==> src/rtl/text_ram_pkg.sv <==
// rtl/text_ram_pkg.sv - shared defaults, FSM states and grant codes for the text RAM arbiter
package text_ram_pkg;
    localparam int TEXT_AW = 10;
    localparam int TEXT_DW = 8;

    typedef enum logic {CLEAR, RUN} state_t;
    typedef enum logic [2:0] {G_NONE, G_DISP, G_WR, G_RD, G_CLR} grant_t;
endpackage

==> src/rtl/text_ram_wfifo.sv <==
// rtl/text_ram_wfifo.sv - host write queue: DEPTH x W synchronous FIFO with full/empty/count
module text_ram_wfifo #(
    parameter int DEPTH = 4,
    parameter int W     = 18
) (
    input  logic                     clk,
    input  logic                     reset,
    input  logic                     push,
    input  logic [W-1:0]             push_data,
    input  logic                     pop,
    output logic [W-1:0]             head,
    output logic                     full,
    output logic                     empty,
    output logic [$clog2(DEPTH):0]   count
);
    localparam int PW = $clog2(DEPTH);

    logic [W-1:0]  mem [DEPTH];
    logic [PW-1:0] wr_ptr;
    logic [PW-1:0] rd_ptr;

    always_ff @(posedge clk or negedge reset) begin
        if (!reset) begin
            wr_ptr <= '0;
            rd_ptr <= '0;
            count  <= '0;
        end else begin
            if (push) wr_ptr <= wr_ptr + 1'b1;
            if (pop)  rd_ptr <= rd_ptr + 1'b1;
            case ({push, pop})
                2'b10:   count <= count + 1'b1;
                2'b01:   count <= count - 1'b1;
                default: count <= count;
            endcase
        end
    end

    always_ff @(posedge clk) begin
        if (push) mem[wr_ptr] <= push_data;
    end

    assign head  = mem[rd_ptr];
    assign full  = (count == (PW+1)'(DEPTH));
    assign empty = (count == '0);
endmodule

==> src/rtl/text_ram_arbiter.sv <==
// rtl/text_ram_arbiter.sv - single-port text RAM arbiter: display priority, queued host writes, starvation slot
// Optional post-reset clear sweep enabled by TEXT_RAM_CLEAR_EN.
module text_ram_arbiter
    import text_ram_pkg::*;
#(
    parameter int            AW           = TEXT_AW,
    parameter int            DW           = TEXT_DW,
    parameter int            WFIFO_DEPTH  = 4,
    parameter int            STARVE_LIMIT = 64,
    parameter logic [DW-1:0] CLEAR_CHAR   = '0
) (
    input  logic          clk,
    input  logic          reset,
    input  logic          disp_req,
    input  logic [AW-1:0] disp_addr,
    output logic [DW-1:0] disp_data,
    output logic          disp_stall,
    input  logic          wr_valid,
    output logic          wr_ready,
    input  logic [AW-1:0] wr_addr,
    input  logic [DW-1:0] wr_data,
    input  logic          rd_valid,
    output logic          rd_ready,
    input  logic [AW-1:0] rd_addr,
    output logic [DW-1:0] rd_data,
    output logic          rd_dvalid,
    output logic [AW-1:0] ram_addr,
    output logic [DW-1:0] ram_din,
    output logic          ram_we,
    input  logic [DW-1:0] ram_dout,
    output logic          busy
);
    localparam int SW = $clog2(STARVE_LIMIT + 1);
    localparam int CW = $clog2(WFIFO_DEPTH) + 1;

    grant_t               grant;
    logic                 in_clear;
    logic [AW-1:0]        clr_addr;
    logic [SW-1:0]        starve_cnt;
    logic                 starved;
    logic                 host_pending;
    logic                 fifo_push;
    logic                 fifo_full;
    logic                 fifo_empty;
    logic [CW-1:0]        fifo_count;
    logic [AW+DW-1:0]     fifo_head;
    logic                 we_int;

`ifdef TEXT_RAM_CLEAR_EN
    state_t state;

    always_ff @(posedge clk or negedge reset) begin
        if (!reset) begin
            state    <= CLEAR;
            clr_addr <= '0;
        end else if (state == CLEAR) begin
            clr_addr <= clr_addr + 1'b1;
            if (&clr_addr) state <= RUN;
        end
    end

    assign in_clear = (state == CLEAR);
`else
    assign in_clear = 1'b0;
    assign clr_addr = '0;
`endif

    assign fifo_push = wr_valid && !in_clear && !fifo_full;

    text_ram_wfifo #(
        .DEPTH (WFIFO_DEPTH),
        .W     (AW + DW)
    ) u_wfifo (
        .clk       (clk),
        .reset     (reset),
        .push      (fifo_push),
        .push_data ({wr_addr, wr_data}),
        .pop       (grant == G_WR),
        .head      (fifo_head),
        .full      (fifo_full),
        .empty     (fifo_empty),
        .count     (fifo_count)
    );

    assign host_pending = !fifo_empty || rd_valid;
    assign starved      = (starve_cnt == SW'(STARVE_LIMIT));

    // Reads only win when the queue is empty, so a read never overtakes an earlier write.
    always_comb begin
        grant = G_NONE;
        if (in_clear)                    grant = G_CLR;
        else if (starved && host_pending) grant = fifo_empty ? G_RD : G_WR;
        else if (disp_req)               grant = G_DISP;
        else if (!fifo_empty)            grant = G_WR;
        else if (rd_valid)               grant = G_RD;
    end

    always_comb begin
        ram_addr = '0;
        ram_din  = '0;
        we_int   = 1'b0;
        case (grant)
            G_DISP:  ram_addr = disp_addr;
            G_WR: begin
                ram_addr = fifo_head[AW+DW-1:DW];
                ram_din  = fifo_head[DW-1:0];
                we_int   = 1'b1;
            end
            G_RD:    ram_addr = rd_addr;
            G_CLR: begin
                ram_addr = clr_addr;
                ram_din  = CLEAR_CHAR;
                we_int   = 1'b1;
            end
            default: ram_addr = '0;
        endcase
    end

    always_ff @(posedge clk or negedge reset) begin
        if (!reset) begin
            starve_cnt <= '0;
            rd_dvalid  <= 1'b0;
        end else begin
            rd_dvalid <= rd_valid && (grant == G_RD);
            if (grant == G_WR || grant == G_RD || !host_pending) starve_cnt <= '0;
            else if (!starved)                                   starve_cnt <= starve_cnt + 1'b1;
        end
    end

    // Handshake outputs are held low while reset is asserted, independent of the FSM state.
    assign ram_we     = reset && we_int;
    assign wr_ready   = reset && !in_clear && !fifo_full;
    assign rd_ready   = reset && (grant == G_RD);
    assign disp_stall = reset && disp_req && (grant != G_DISP) && (grant != G_NONE);
    assign busy       = in_clear || (fifo_count != '0);
    assign disp_data  = ram_dout;
    assign rd_data    = ram_dout;
endmodule

==> config.mk <==
export PLATFORM = sky130hd
export DESIGN_NAME = text_ram_arbiter
export DESIGN_NICKNAME = d
export VERILOG_FILES = /design/src/rtl/text_ram_pkg.sv /design/src/rtl/text_ram_wfifo.sv /design/src/rtl/text_ram_arbiter.sv
export SDC_FILE = /design/constraint.sdc
export NUM_CORES = 1
export LEC_CHECK = 0
export BUFFER_PORTS_ARGS = -buffer_cell sky130_fd_sc_hd__clkbuf_2
export CELL_PAD_IN_SITES_DETAIL_PLACEMENT = 0
export CELL_PAD_IN_SITES_GLOBAL_PLACEMENT = 1
export CORE_MARGIN = 3
export CORE_UTILIZATION = 44
export CTS_CLUSTER_DIAMETER = 200
export DETAILED_ROUTE_END_ITERATION = 8
export GPL_TIMING_DRIVEN = 0
export PLACE_DENSITY = 0.78
export SETUP_SLACK_MARGIN = 0.4
export SLEW_MARGIN = 20
export SYNTH_ARGS = -nofsm -noshare
export SYNTH_HDL_FRONTEND = slang
export SYNTH_SLANG_ARGS = --single-unit
==> constraint.sdc <==
create_clock -name clk -period 3.45 [get_ports clk]
set_clock_uncertainty 0.2 [all_clocks]
set_input_delay 0.345 -clock clk [delete_from_list [all_inputs] [get_ports clk]]
set_output_delay 0.345 -clock clk [all_outputs]
set_load 0.005 [all_outputs]
## Word level (Yosys, flattened, before mapping)

Memory sizes are Yosys's and may differ from the RTL's.
Index checks and enable logic that the tools add are counted.

| operators by class | value |
|---|---|
| equal/unequal tests | 10 |
| reduce and logical (&&, ||, !) cells | 20 |
| mux-type cells | 13 |
| add/sub/neg operators | 5 |

Operators with widths:

| kind | number |
|---|---|
| $pmux 10 s3 | 1 |
| $mux 7 | 2 |
| $logic_and 1x1->1 | 9 |
| $mux 3 | 3 |
| $mux 8 | 1 |
| $add 7x1->7 const B | 1 |
| $eq 7x7->1 const B | 1 |
| $eq 3x2->1 const B | 2 |
| $eq 3x3->1 const B | 2 |
| $pmux 3 s2 | 1 |
| $reduce_bool 3->1 | 2 |
| $add 2x1->2 const B | 2 |
| $mux 1 | 4 |
| $add 3x1->3 const B | 1 |
| $eq 3x1->1 const B | 1 |
| $logic_not 1->1 | 3 |
| $logic_not 3->1 | 1 |
| $logic_or 1x1->1 | 3 |
| $ne 3x1->1 const B | 1 |
| $sub 3x1->3 const B | 1 |
| $eq 2x1->1 const B | 1 |
| $eq 2x2->1 const B | 1 |
| $mux 2 | 1 |
| $ne 2x1->1 const B | 1 |
| other kinds (2) | 2 |

| word-level totals | value |
|---|---|
| word-level logic and storage cells | 54 |
| memory bits (writable) | 72 |
| register bits after elaboration | 15 |
| memories kept | 1 |
| output and inout port bits | 40 |
| bits of input ports | 51 |

Memories:

| name | words | bits a word | rd ports | clocked after memory_dff | write ports | line | source |
|---|---|---|---|---|---|---|---|
| u_wfifo.mem | 4 | 18 | 1 | 0 | 1 | text_ram_wfifo.sv:18 | `logic [W-1:0] mem [DEPTH];` |

## Depth between registers and ports, before layout

| depth | value |
|---|---|
| depth after elaboration | 9 |
| mapped depth | 12 |
| mapped depth without buffers | 12 |

## Modules after synthesis

From an unflattened synthesis, not the netlist that was laid out.

| unflattened totals | value |
|---|---|
| cell total of the unflattened synthesis | 239 |
| area total of the unflattened synthesis | 3933.8 µm² |

By module, submodules not included:

| module | instances | area an instance (µm²) | sequential area each (µm²) | cells each |
|---|---|---|---|---|
| text_ram_wfifo | 1 | 2997.9 | 2337.2 | 130 |
| text_ram_arbiter | 1 | 935.9 | 200.2 | 109 |

## Least setup slack after synthesis

OpenSTA, ideal clock, no wires.

| path | value |
|---|---|
| path type | register to register |
| start | reg starve_cnt[0] |
| end | reg u_wfifo.count[2] |
| data required time | 3.171 ns |
| setup slack | 0.932 ns |
| data arrival time | 2.239 ns |
| path buffers | 0 |
| clock period less this slack | 2.518 ns |
| stages on the path, launching flop included | 13 |
| library setup time | 0.079 ns |
| cell sequence | dfrtp_1 -> inv_1 -> ha_1 -> nor2b_1 -> a21boi_2 -> or2_2 -> inv_2 -> ha_1 -> inv_1 -> fa_1 -> xor2_1 -> nor2_1 -> xor2_1 |

| between the ends | value |
|---|---|
| word-level cells in the longest chain between the ends | 6 |
| elaborated cells between the ends (all ways) | 8 |
| those cells by class | eq/ne: 4; mux: 2; reduce/logical: 2 |

Ends and longest elaborated chain:

| item | line | source |
|---|---|---|
| from (decl) | text_ram_arbiter.sv:39 | `logic [SW-1:0] starve_cnt;` |
| from (signal assigned) | text_ram_arbiter.sv:126 | `else if (!starved) starve_cnt <= starve_cnt + 1'b1;` |
| $eq 7x7->1 (*) | text_ram_arbiter.sv:86 | `assign starved = (starve_cnt == SW'(STARVE_LIMIT));` |
| $logic_and 1x1->1 (*) | text_ram_arbiter.sv:92 | `else if (starved && host_pending) grant = fifo_empty ? G_RD : G_WR;` |
| $mux 3 (*) | text_ram_arbiter.sv:92 |  |
| $eq 3x2->1 (*) | text_ram_arbiter.sv:78 | `.pop (grant == G_WR),` |
| $eq 2x1->1 / $eq 2x2->1 (equally long branches) | text_ram_wfifo.sv:30 | `case ({push, pop})` |
| $pmux 3 s2 / $reduce_bool 2->1 (equally long branches) | -- |  |
| to (signal assigned) | text_ram_wfifo.sv:31 | `2'b10: count <= count + 1'b1;` |
| to (signal assigned) | text_ram_wfifo.sv:32 | `2'b01: count <= count - 1'b1;` |
| to (signal assigned) | text_ram_wfifo.sv:33 | `default: count <= count;` |
| to (decl) | text_ram_wfifo.sv:14 | `output logic [$clog2(DEPTH):0] count` |

Mark *: on every way between the ends. The rest lies on a longest branch, timed or not.
A chain may end at the register's enable or synchronous reset.

## Worst setup path after layout

Same ends and word-level chain as after synthesis.

==> reports/metrics.csv <==
metric,value,unit
max_slew headroom,36.19,%
Root Buffer,clkbuf_8,
Critical Path End Type,flop,
vias in the first global route,2233,
Clock power frac,21.6,%
TritonCTS Buffers,9,
CP startpoint kind,flop,
Area Growth Syn to Fin,21.34,%
Die X,99.22,um
n_diodes,0,
synthesis-stage register bit count,87,
syn_nets,289,
port bufs,82,
final worst path period share,80.76,%
largest net degree at the start of global routing,19,
r2r endpoint,u_wfifo.count[2],
kind of critical path,reg2reg,
Synth Instances,230,
max cap viols,0,
worst skew pair latency,350,ps
clk slew on worst S/H paths,100,ps
RSZ-0062 raised after global routing,false,
Vias,2224,
slowest stage cell on the critical path,dfrtp_1,
initial core utilization,45.84,%
Leakage Power,1.845,nW
total wire length,7226,um
DR WL/cell,16.39,um
P_int,2.185,mW
maximum clock path buffer count,2,
die height,99.22,um
first-pass GRT wire length,11400,um
met3 WL post-DR,594,um
Hold Crit Class,in2reg,
top layer in use,met4,
status,"finished, final reports clean",
sw power,0.9954,mW
die area,9845,um2
R2R Path Start,starve_cnt[0],
hold path depth,1,
DRT met1 WL,3016,um
"Seq/Total Area, Yosys",66.36,%
Main synth FF type,edfxtp_1,
routability cong.,0.7145,
"Max FO, Critical Path",9,
worst vdd ir,310.7,uV
TritonCTS Sinks,87,
NumNets Final,390,
I/O pin total,91,
"Slew Viols, Final",0,
routed vias/inst,5.043,
"Design Area, Final",4639,um2
Yosys warning count,0,
met2 wire length,3525,um
Mapped Area,3824,um2
Detail Route Antenna Nets,0,
Slew @ Worst Pin,957.2,ps
flop-to-flop setup slack,660,ps
grt ovf,0,
starting DRC count in detailed routing,114,
setup violators final,0,
CP max stage delay,420,ps
crit path DAT,2870,ps
Worst R2R Path Depth,12,
Final HPWL DP,4987,um
Sw Ratio,31.30,%
CTS tree,yes,
GRT Util Overall,15.45,%
H-tree depth,3,
Required @ worst endpoint,3540,ps
DRC,0,
syn avg cell area,16.62,um2
Peak Freq,358.9,MHz
fraction of layout cells with a size suffix above 1,43.75,%
Final Hold Violating Endpoints,0,
area of the core,8341,um2
Netlist cell types,31,
crit-path cells,"inv_1, ha_1, nor2b_1, a21boi_2, or2_2, inv_2, ha_1, inv_1, fa_1, xor2_1, nor2_1, xor2_1",
Final TNS setup,0,ps
"Min Clock Period, post-route",2786,ps
Rows,33,
sequential share of power,45.7,%
power density cells,685.5,nW/um2
drt pass-1 iters,4,
placed inst area,4365,um2
Layout Utilization,55.63,%
initial antenna violation count,0,
Worst Hold End,u_wfifo.mem[2][15],
Gate power share,32.7,%
number of flops mapped to enable cells by yosys,72,
hold_sp,wr_addr[7],
ys async rst share,17.24,%
-- what timing repair did --
item                                   CTS  global route
endpoints found under the hold margin   41             0
resized for setup                        0             0
setup buffers                            0             0
hold buffers                             8             0
-- how the worst max path moves through the flow --
| stage | endpoint | cells after the start | slack (ps) | from |
|---|---|---|---|---|
| floorplan | u_wfifo.count[2] | 12 | 930 | starve_cnt[0] |
| CTS | u_wfifo.count[2] | 12 | 640 | starve_cnt[0] |
| global route | u_wfifo.count[2] | 12 | 410 | starve_cnt[0] |
| detailed placement | u_wfifo.count[2] | 12 | 670 | starve_cnt[0] |
| global placement | u_wfifo.count[2] | 10 | 690 | starve_cnt[2] |
| finish | u_wfifo.count[2] | 12 | 660 | starve_cnt[0] |
-- Yosys cell counts (2+ instances only) --
| master | instances | area (um2) |
|---|---|---|
| a221o_1 | 10 | 100.1 |
| and2_1 | 13 | 81.33 |
| buf_2 | 5 | 25.02 |
| buf_4 | 17 | 127.6 |
| clkbuf_1 | 2 | 7.510 |
| dfrtp_1 | 15 | 375.4 |
| edfxtp_1 | 72 | 2162 |
| ha_1 | 7 | 87.58 |
| inv_1 | 11 | 41.29 |
| mux4_2 | 18 | 405.4 |
| nand2_1 | 5 | 18.77 |
| nand3_1 | 2 | 10.01 |
| nor2_1 | 13 | 48.80 |
| nor3b_1 | 11 | 82.58 |
| o21ai_0 | 3 | 15.01 |
| or2_2 | 2 | 12.51 |
| xnor2_1 | 6 | 52.55 |
| xor2_1 | 5 | 43.79 |
-- sequential cells by signal, indices dropped and copies added (netlist names) --
signal,cells
u_wfifo.wr_ptr,2
u_wfifo.mem,72
starve_cnt,7
u_wfifo.count,3
rd_dvalid,1
u_wfifo.rd_ptr,2
-- cells in the final DEF (no fill, tap or decap), types with 2 or more instances in the layout --
| cell | synthesis | layout |
|---|---|---|
| clkbuf_2 | 0 | 82 |
| edfxtp_1 | 72 | 72 |
| mux4_2 | 18 | 18 |
| buf_4 | 17 | 17 |
| dfrtp_1 | 15 | 15 |
| and2_1 | 13 | 13 |
| nor2_1 | 13 | 13 |
| inv_1 | 11 | 11 |
| nor3b_1 | 11 | 11 |
| a221o_1 | 10 | 10 |
| clkbuf_8 | 0 | 9 |
| dlygate4sd3_1 | 0 | 8 |
| ha_1 | 7 | 7 |
| xnor2_1 | 6 | 6 |
| nand2_1 | 5 | 5 |
| buf_2 | 5 | 5 |
| xor2_1 | 5 | 5 |
| inv_8 | 0 | 4 |
| o21ai_0 | 3 | 3 |
| or2_2 | 2 | 2 |
| clkbuf_1 | 2 | 2 |
| nand3_1 | 2 | 2 |
-- metrics by stage --
step | power [mW] | cells | hold slack (ps) | setup slack, ps
final | 3.180 | 441 | 13.64 | 663.8
after global routing | 3.394 | 441 | 1.314 | 410.4
after CTS | 3.226 | 441 | 3.800 | 641.8
after detailed placement | 2.538 | 417 | 112.7 | 666.3
after global placement | 2.513 | 417 | 108.0 | 692.0
after floorplan | 2.194 | 230 | -150.6 | 931.9
-- cell families (layout without fill, tap and decap cells) --
kind of cell | count (synthesis) | in the layout | synth area share [%]
AO/OA/AOI/OAI | 17 | 17 | 3.829
AND/OR/NAND/NOR | 52 | 52 | 8.214
buffers and inverters | 37 | 143 | 5.661
flip-flops | 87 | 87 | 66.36
XOR/XNOR | 11 | 11 | 2.520
adder cells (fa/ha/maj) | 8 | 8 | 2.814
multiplexers | 18 | 18 | 10.60
-- layer usage --
metal / global-route usage (%) / vias to the layer above
li1: - / 1055
met1: 20.76 / 1070
met2: 24.95 / 90
met3: 3.156 / 9
met4: 5.987 / 0
met5: 0 / -
-- critical path, delay by kind of cell (launching register included) --
| kind | cells | cell delay (ps) |
|---|---|---|
| fa+ha+maj | 3 | 720 |
| simple gates | 3 | 650 |
| flops | 1 | 420 |
| xor+xnor | 2 | 320 |
| buf+inv | 3 | 310 |
| compound gates | 1 | 120 |
-- layout make-up --
cell class / instances / area, um2
fill: 693 / 3701
clock buffer: 9 / 123.9
multi-input combinational: 106 / 1070
buffer: 25 / 171.4
sequential: 87 / 2537
inverter: 12 / 45.04
tap: 105 / 131.4
timing repair buffer: 90 / 490.5
clock inverter: 7 / 70.07
-- power groups by stage --
stage          Clock [mW]  Sequential (mW)  Combinational (mW)
6_report            0.686             1.45                1.04
5_1_grt             0.757             1.48                1.16
4_1_cts             0.702             1.46                1.07
3_5_place_dp            0             1.48                1.06
3_3_place_gp            0             1.47                1.04
2_1_floorplan           0             1.46               0.739
Note: power is estimated with default switching activity, not from simulation.
